[config.mk]
export PLATFORM = sky130hd
export DESIGN_NAME = boot_loader_ctrl
export DESIGN_NICKNAME = d
export VERILOG_FILES = /design/src/rtl/boot_loader_ctrl.sv
export SDC_FILE = /design/constraint.sdc
export NUM_CORES = 1
export LEC_CHECK = 0
export CAP_MARGIN = 10
export CELL_PAD_IN_SITES_DETAIL_PLACEMENT = 1
export CELL_PAD_IN_SITES_GLOBAL_PLACEMENT = 2
export CORE_AREA = 2 2 129 131
export DETAILED_ROUTE_END_ITERATION = 10
export DIE_AREA = 0 0 131 133
export PLACE_DENSITY = 0.77
export RECOVER_POWER = 100
export REMOVE_ABC_BUFFERS = 1
export SLEW_MARGIN = 15
export SYNTH_ARGS = -nofsm -noshare
export SYNTH_HDL_FRONTEND = slang
export SYNTH_SLANG_ARGS = --single-unit
export TNS_END_PERCENT = 10
[constraint.sdc]
create_clock -name clk -period 2.4 [get_ports clk]
set_input_delay 0.48 -clock clk [delete_from_list [all_inputs] [get_ports clk]]
set_output_delay 0.48 -clock clk [all_outputs]
set_load 0.03 [all_outputs]
[src/rtl/boot_loader_ctrl.sv]
// Program-load sequencer: length-prefixed byte stream -> 32-bit program RAM writes, CPU held in reset until loaded.
// Optional trailing checksum byte enabled by defining BOOT_LOADER_CHECKSUM_EN.
module boot_loader_ctrl #(
    parameter int unsigned ADDR_WIDTH     = 8,
    parameter int unsigned TIMEOUT_CYCLES = 1000000
) (
    input  logic                  clk,
    input  logic                  reset_n,
    input  logic                  boot_req,
    input  logic [7:0]            rx_data,
    input  logic                  rx_valid,
    output logic                  rx_ready,
    output logic                  ram_we,
    output logic [ADDR_WIDTH-1:0] ram_addr,
    output logic [31:0]           ram_wdata,
    output logic                  cpu_reset,
    output logic                  busy,
    output logic                  error,
    output logic [ADDR_WIDTH:0]   word_count
);

    localparam int unsigned           IDLE_W    = $clog2(TIMEOUT_CYCLES + 1);
    localparam logic [IDLE_W-1:0]     IDLE_LAST = IDLE_W'(TIMEOUT_CYCLES - 1);
    localparam logic [16:0]           MAX_WORDS = 17'(1 << ADDR_WIDTH);

    typedef enum logic [2:0] {
        S_LEN0,
        S_LEN1,
        S_DATA,
`ifdef BOOT_LOADER_CHECKSUM_EN
        S_CHK,
`endif
        S_DONE,
        S_RUN,
        S_ERROR
    } state_t;

    state_t      state, state_next;
    logic        accept;
    logic        timed;
    logic        timeout;
    logic        last_word;
    logic [7:0]  len_lo;
    logic [15:0] len;
    logic [16:0] length_rx;
    logic [1:0]  byte_idx;
    logic [23:0] word_buf;
    logic [IDLE_W-1:0] idle_cnt;
`ifdef BOOT_LOADER_CHECKSUM_EN
    logic [7:0]  checksum;
`endif

    assign accept    = rx_valid && rx_ready;
    assign length_rx = {1'b0, rx_data, len_lo};
    assign last_word = ((17'(word_count) + 17'd1) == {1'b0, len});
`ifdef BOOT_LOADER_CHECKSUM_EN
    assign timed     = (state == S_LEN1) || (state == S_DATA) || (state == S_CHK);
`else
    assign timed     = (state == S_LEN1) || (state == S_DATA);
`endif
    assign timeout   = timed && !accept && (idle_cnt == IDLE_LAST);

    always_ff @(posedge clk or negedge reset_n) begin
        if (!reset_n) state <= S_LEN0;
        else          state <= state_next;
    end

    always_comb begin
        state_next = state;
        if (boot_req) begin
            state_next = S_LEN0;
        end else begin
            case (state)
                S_LEN0: if (accept) state_next = S_LEN1;
                S_LEN1: begin
                    if (accept) begin
                        if (length_rx == 17'd0)          state_next = S_DONE;
                        else if (length_rx > MAX_WORDS)  state_next = S_ERROR;
                        else                             state_next = S_DATA;
                    end else if (timeout) begin
                        state_next = S_ERROR;
                    end
                end
                S_DATA: begin
                    if (accept && byte_idx == 2'd3 && last_word) begin
`ifdef BOOT_LOADER_CHECKSUM_EN
                        state_next = S_CHK;
`else
                        state_next = S_DONE;
`endif
                    end else if (timeout) begin
                        state_next = S_ERROR;
                    end
                end
`ifdef BOOT_LOADER_CHECKSUM_EN
                S_CHK: begin
                    if (accept)       state_next = (rx_data == checksum) ? S_DONE : S_ERROR;
                    else if (timeout) state_next = S_ERROR;
                end
`endif
                S_DONE:  state_next = S_RUN;
                S_RUN:   state_next = S_RUN;
                S_ERROR: state_next = S_ERROR;
                default: state_next = S_LEN0;
            endcase
        end
    end

    always_comb begin
        rx_ready  = 1'b0;
        busy      = 1'b0;
        cpu_reset = 1'b1;
        case (state)
            S_LEN0:  rx_ready = 1'b1;
            S_LEN1:  begin rx_ready = 1'b1; busy = 1'b1; end
            S_DATA:  begin rx_ready = 1'b1; busy = 1'b1; end
`ifdef BOOT_LOADER_CHECKSUM_EN
            S_CHK:   begin rx_ready = 1'b1; busy = 1'b1; end
`endif
            S_DONE:  busy = 1'b1;
            S_RUN:   cpu_reset = 1'b0;
            S_ERROR: rx_ready = 1'b1;
            default: ;
        endcase
    end

    // Bytes shift in from the top so the first byte lands in bits [7:0] once the word completes.
    always_ff @(posedge clk or negedge reset_n) begin
        if (!reset_n) begin
            ram_we     <= 1'b0;
            ram_addr   <= '0;
            ram_wdata  <= '0;
            word_count <= '0;
            error      <= 1'b0;
            len_lo     <= '0;
            len        <= '0;
            byte_idx   <= '0;
            word_buf   <= '0;
            idle_cnt   <= '0;
`ifdef BOOT_LOADER_CHECKSUM_EN
            checksum   <= '0;
`endif
        end else begin
            ram_we <= 1'b0;
            if (boot_req) begin
                ram_addr   <= '0;
                word_count <= '0;
                error      <= 1'b0;
                len_lo     <= '0;
                len        <= '0;
                byte_idx   <= '0;
                word_buf   <= '0;
                idle_cnt   <= '0;
`ifdef BOOT_LOADER_CHECKSUM_EN
                checksum   <= '0;
`endif
            end else begin
                if (timed && !accept) idle_cnt <= idle_cnt + IDLE_W'(1);
                else                  idle_cnt <= '0;

                if (state_next == S_ERROR && state != S_ERROR) error <= 1'b1;

                if (accept) begin
                    case (state)
                        S_LEN0: len_lo <= rx_data;
                        S_LEN1: len    <= {rx_data, len_lo};
                        S_DATA: begin
`ifdef BOOT_LOADER_CHECKSUM_EN
                            checksum <= checksum + rx_data;
`endif
                            byte_idx <= byte_idx + 2'd1;
                            if (byte_idx == 2'd3) begin
                                ram_we     <= 1'b1;
                                ram_addr   <= word_count[ADDR_WIDTH-1:0];
                                ram_wdata  <= {rx_data, word_buf};
                                word_count <= word_count + (ADDR_WIDTH+1)'(1);
                            end else begin
                                word_buf <= {rx_data, word_buf[23:8]};
                            end
                        end
                        default: ;
                    endcase
                end
            end
        end
    end

endmodule

## Word-level counts from Yosys, hierarchy flattened

Index checks and enable logic that the tools add are counted.

| storage, ports and cells | value |
|---|---|
| register bits after elaboration | 124 |
| input bits | 12 |
| output and inout port bits | 54 |
| word-level logic and storage cells | 93 |

| operators by class | value |
|---|---|
| add/sub/neg operators | 4 |
| magnitude comparators | 1 |
| equal/unequal tests | 11 |
| multiplexer cells | 40 |
| bitwise gates (word level) | 1 |
| reduce and logical (&&, ||, !) cells | 25 |

Operators by type and width:

| cell | number |
|---|---|
| 2-to-1 mux 24 bit | 4 |
| 2-to-1 mux 8 bit | 7 |
| 2-to-1 mux 16 bit | 3 |
| 2-to-1 mux 20 bit | 2 |
| 2-to-1 mux 9 bit | 4 |
| 2-to-1 mux 3 bit | 7 |
| adder 20 x 1 -> 20 bit, second input constant | 1 |
| == test 20 bit, second input constant | 1 |
| logical NOT 17 bit | 1 |
| == test 10 x 16 -> 1 bit | 1 |
| > comparator 16 x 9 -> 1 bit, second input constant | 1 |
| case mux 3 bit (5 select lines) | 1 |
| nonzero test 2 bit | 6 |
| adder 9 x 1 -> 10 bit, second input constant | 1 |
| adder 9 x 1 -> 9 bit, second input constant | 1 |
| == test 3 bit, second input constant | 3 |
| 2-to-1 mux 1 bit | 9 |
| == test 3 x 2 -> 1 bit, second input constant | 2 |
| logical AND 1 bit | 6 |
| 2-to-1 mux 2 bit | 3 |
| AND reduction 2 bit | 3 |
| AND reduction 3 bit | 2 |
| AND reduction 4 bit | 1 |
| OR reduction 4 bit | 1 |
| 11 further kinds | 11 |

## Depth between registers and ports, before layout

| logic depth | value |
|---|---|
| depth in word-level cells | 15 |
| gate-level depth with buffers | 9 |
| gate-level depth less buffers | 7 |

## Least setup slack after synthesis

No wires, ideal clock.

| timing path | value |
|---|---|
| path type | register to register |
| start point | register state[1] |
| end point | register error |
| setup time | 0.135 ns |
| arrival time | 2.014 ns |
| required time | 2.265 ns |
| slack | 0.251 ns |
| cell stages (with the launch flop) | 8 |
| buffers on the path | 1 |
| clock period less this slack | 2.149 ns |
| path through | dfrtp_1 clkbuf_1 mux2i_1 nand3_1 nor4b_1 o211ai_1 a31oi_1 a211oi_2 |

| on the way | value |
|---|---|
| word-level cells in the longest chain between the ends | 14 |
| elaborated cells on any way between the ends | 26 |
| classes of those cells | eq/ne: 7; mux: 7; reduce/logical: 12 |

Ends and longest elaborated chain:

| element | line | source |
|---|---|---|
| start: declaration | 38 | `state_t state, state_next;` |
| start signal: assignment | 65 | `else state <= state_next;` |
| == test 3 x 1 -> 1 bit (tied with other cells) | 113 | `case (state)` |
| OR reduction 4 bit (no source line) * | -- |  |
| 2-to-1 mux 1 bit * | 113 |  |
| via rx_ready | 12 | `output logic rx_ready,` |
| logical AND 1 bit * | 53 | `assign accept = rx_valid && rx_ready;` |
| logical NOT 1 bit | 61 | `assign timeout = timed && !accept && (idle_cnt == IDLE_LAST);` |
| logical AND 1 bit (2 in series) | 61 |  |
| 2-to-1 mux 3 bit | 80, 91 |  |
| 2-to-1 mux 3 bit, on equally long branches | 85, 76 |  |
| case mux 3 bit (5 select lines) * | 73 | `case (state)` |
| 2-to-1 mux 3 bit * | 70 | `if (boot_req) begin` |
| == test 3 bit * | 161 | `if (state_next == S_ERROR && state != S_ERROR) error <= 1'b1;` |
| logical AND 1 bit * | 161 |  |
| nonzero test 2 bit (no source line) * | -- |  |
| end signal: assignment | 134 | `error <= 1'b0;` |
| end signal: assignment | 148 | `error <= 1'b0;` |
| end signal: assignment | 161 |  |
| end: declaration | 18 | `output logic error,` |

Mark *: on every way through the listed nets, which the timed path passes. The rest lies on a longest branch.
A chain may end at the register's enable or synchronous reset.

## Final worst setup path

| timing path | value |
|---|---|
| start point | register state[1] |
| end point | output port cpu_reset |

| on the way | value |
|---|---|
| word-level cells in the longest chain between the ends | 2 |

Ends and longest elaborated chain:

| element | line | source |
|---|---|---|
| == test 3 bit | 113 |  |
| 2-to-1 mux 1 bit | 113 |  |
| end: declaration | 16 | `output logic cpu_reset,` |

No other way between the ends.

==> results.tsv <==
stage	metric	value	unit
worst_setup_path	critPathCaptureType	primary output	
cells_and_area	final_cell_mix	165 x nand2_1, 123 x dfrtp_1, 52 x dlygate4sd3_1	
grt	overflow	0	
logic_synthesis	synth_edf_count	0	
sta	fin_crit_sh	96.6	%
cells_and_area	n_antenna_cell	0	
sta	fin_tns_setup	0	ps
clock_tree	cts_max_level	4	
power	p_comb_share	4.6	%
worst_setup_path	crit_chain	nor2_1, nand2_1, clkdlybuf4s50_1	
sta	timing.fmax	431	MHz
clock_tree	cts_max_path_buffers	2	
sta	finalMaxSlewViolations	0	
die	die-width	131	um
placed_design	gp_congestion	0.780	
placed_design	dp_slack	-49.6	ps
flow_run	maxCapViolations	0	
sta	grt_setup_unrepaired	false	
sta	tightest_slew	1160	ps
logic_synthesis	synth_flop_cell	dfrtp_1	
die	fp.dieH	133	um
clock_tree	clock-sinks	124	
worst_setup_path	crit_arrival	1840	ps
worst_setup_path	required	1920	ps
worst_setup_path	crit_type	reg -> out	
drt	drt-initial-drc-count	183	
grt	grt_pass1_wl	23700	um
power	netSwitchingPower	1160	uW
worst_setup_path	cp_max_fo	11	
min_path	hp-class	in -> async	
clock_tree	clk_latency	420	ps
worst_setup_path	cpMaxStageDelayCell	clkdlybuf4s50_1	
drt	drc	0	
grt	grt_pass1_vias	4542	
cells_and_area	final_common_cell	nand2_1	
sta	fin_crit	2320	ps
logic_synthesis	syn_area_per_cell	9.73	sq um
logic_synthesis	async_flop_share	100	%
die	rows	47	
power	p_seq_share	41.9	%
power	ir_worst_vdd	0.489	mV
logic_synthesis	yosysUniqueCellTypes	51	
logic_synthesis	synth_cells	563	
grt	track_usage	17.7	%
sta	fin_ws	81.1	ps
die	start_util	33.9	%
worst_setup_path	timing.critical_path.slowest_cell_delay	670	ps
worst_setup_path	r2r_start	word_count[1]$_DFFE_PN0P_	
drt	totalWireLength	14100	um
power	intPower	3970	uW
logic_synthesis	synth_seq_cells	124	
clock_tree	cts.clk_slew.worst_paths	60	ps
cells_and_area	fin_nets	663	
worst_setup_path	startpoint_type	flip-flop	
run_status	status	finished clean	
drt	vias	4308	
placed_design	io_buffers	65	
clock_tree	cts_tree	built	
sta	setup_viol	0	
drt	ant_nets	0	
cells_and_area	n_fill_cell	1826	
power	p_sw_share	22.7	%
drt	wl_per_cell	15.9	um
clock_tree	cts_buffers	17	
sta	hold_viol	0	
drt	dr.pass1.iters	5	
power	p_leak	0.00335	uW
grt	grt_max_degree	47	
drt	viasPerCell	4.89	
logic_synthesis	netlist_area	5480	sq um
power	power.density	724	nW/um^2
die	dieArea	17400	sq um
logic_synthesis	yosysWarnings	0	
placed_design	dp_hpwl	9860	um
cells_and_area	area_growth	29.3	%
sta	relSlewSlack	22.4	%
worst_setup_path	crit_start	state[1]$_DFF_PN0_	
power	total_power	5130	uW
clock_tree	root_buffer	clkbuf_16	
die	ios	66	
power	power_frac_clock	53.5	%
sta	fin_skew	12.8	ps
die	core	16200	sq um
grt	antenna_found_initial	0	
logic_synthesis	synth_seq_area_share	56.6	%
cells_and_area	drive_gt1_share	9.83	%
[cell type report]
| class | instances | area (sq um) | share of cell area [%] |
|---|---|---|---|
| clock buffer | 18 | 439 | 6.20 |
| tap | 220 | 275 | 3.89 |
| sequential | 124 | 3100 | 43.8 |
| clock inverter | 14 | 194 | 2.74 |
| timing repair buffer | 94 | 835 | 11.8 |
| inverter | 4 | 15.0 | 0.212 |
| multi-input combinational | 407 | 2220 | 31.4 |
[kinds of logic (layout without fill, tap and decap cells)]
| logic type | after synthesis | count (layout) | share of synthesized area (%) |
|---|---|---|---|
| AND/OR/NAND/NOR | 280 | 280 | 23.2 |
| multiplexers | 10 | 10 | 2.01 |
| XOR/XNOR | 36 | 36 | 6.01 |
| adder cells (fa/ha/maj) | 3 | 3 | 0.685 |
| flip-flops | 124 | 124 | 56.6 |
| AO/OA/AOI/OAI | 78 | 78 | 8.97 |
| buffers and inverters | 32 | 130 | 2.44 |
[flip-flops by register name, summed over array words and instances, names as in the netlist]
register	cells
len	16
state	3
ram_we	1
ram_wdata	32
ram_addr	8
idle_cnt	20
byte_idx	2
word_buf	24
len_lo	8
error	1
word_count	9
[synth_stat cells (3+ instances only)]
library cell / n / area, sq um
nand3_1: 15 / 75.1
buf_2: 11 / 55.1
nand2_1: 165 / 619
and4_1: 4 / 35.0
o21ai_1: 9 / 45.0
dfrtp_1: 124 / 3100
xor2_1: 19 / 166
nor3_1: 6 / 30.0
ha_1: 3 / 37.5
nand2b_1: 12 / 75.1
inv_1: 3 / 11.3
nand4_1: 5 / 31.3
and2_1: 5 / 31.3
mux2_1: 8 / 90.1
a22o_1: 16 / 140
o21ai_0: 3 / 15.0
nor2_1: 40 / 150
a21oi_1: 37 / 185
nor4_1: 3 / 18.8
xnor2_1: 16 / 140
and3_1: 5 / 31.3
clkbuf_1: 16 / 60.1
[metal layers]
metal / GRT usage [%] / up-vias / share of wire (%)
met4: 5.61 / 0 / 1.1
met3: 4.41 / 15 / 2.5
li1: - / 2064 / -
met5: 0 / - / 0
met1: 24.0 / 2174 / 47
met2: 27.9 / 55 / 49
[critical path, delay by kind of cell (launching register included)]
family | cells | cell delay, ps
buffers and inverters | 1 | 670
flip-flops | 1 | 550
AND/OR/NAND/NOR | 2 | 190
[power groups by stage]
stage | combinational (uW) | clock [uW] | sequential (uW)
detailed placement | 260 | 0 | 2190
finish | 238 | 2740 | 2150
CTS | 261 | 2800 | 2150
floorplan | 95.9 | 0 | 2180
global placement | 253 | 0 | 2190
global route | 271 | 2910 | 2150
[path summary, 6_finish.rpt]
kind / to / slack [ps] / cells after the start
worst max-delay path: cpu_reset / 80 / 3
worst min-delay path: ram_wdata[5]$_DFFE_PN0P_ / 220 / 1
worst max register to register: error$_DFFE_PN0P_ / 260 / 7
worst min register to register: ram_wdata[17]$_DFFE_PN0P_ / 470 / 2
max in group asynchronous: word_buf[23]$_DFFE_PN0P_ / 480 / 2
min in group clk: ram_wdata[17]$_DFFE_PN0P_ / 470 / 2
[per-stage QoR]
step           cell area [sq um]  instances  hold slack [ps]  utilization [%]
3_5_place_dp                6540        849              466             40.4
5_1_grt                     7080        881              297             43.8
3_3_place_gp                6540        849              456             40.4
4_1_cts                     7170        881             62.5             44.3
6_report                    7080        881              223             43.8
2_1_floorplan               5360        535              184                -
[timing repair]
item                       CTS  global route
setup buffers                0             0
resized for setup            1             3
gates cloned                 0             0
setup endpoints to repair    1             3
hold buffers                 0             0
(Power assumes the default switching activity.)
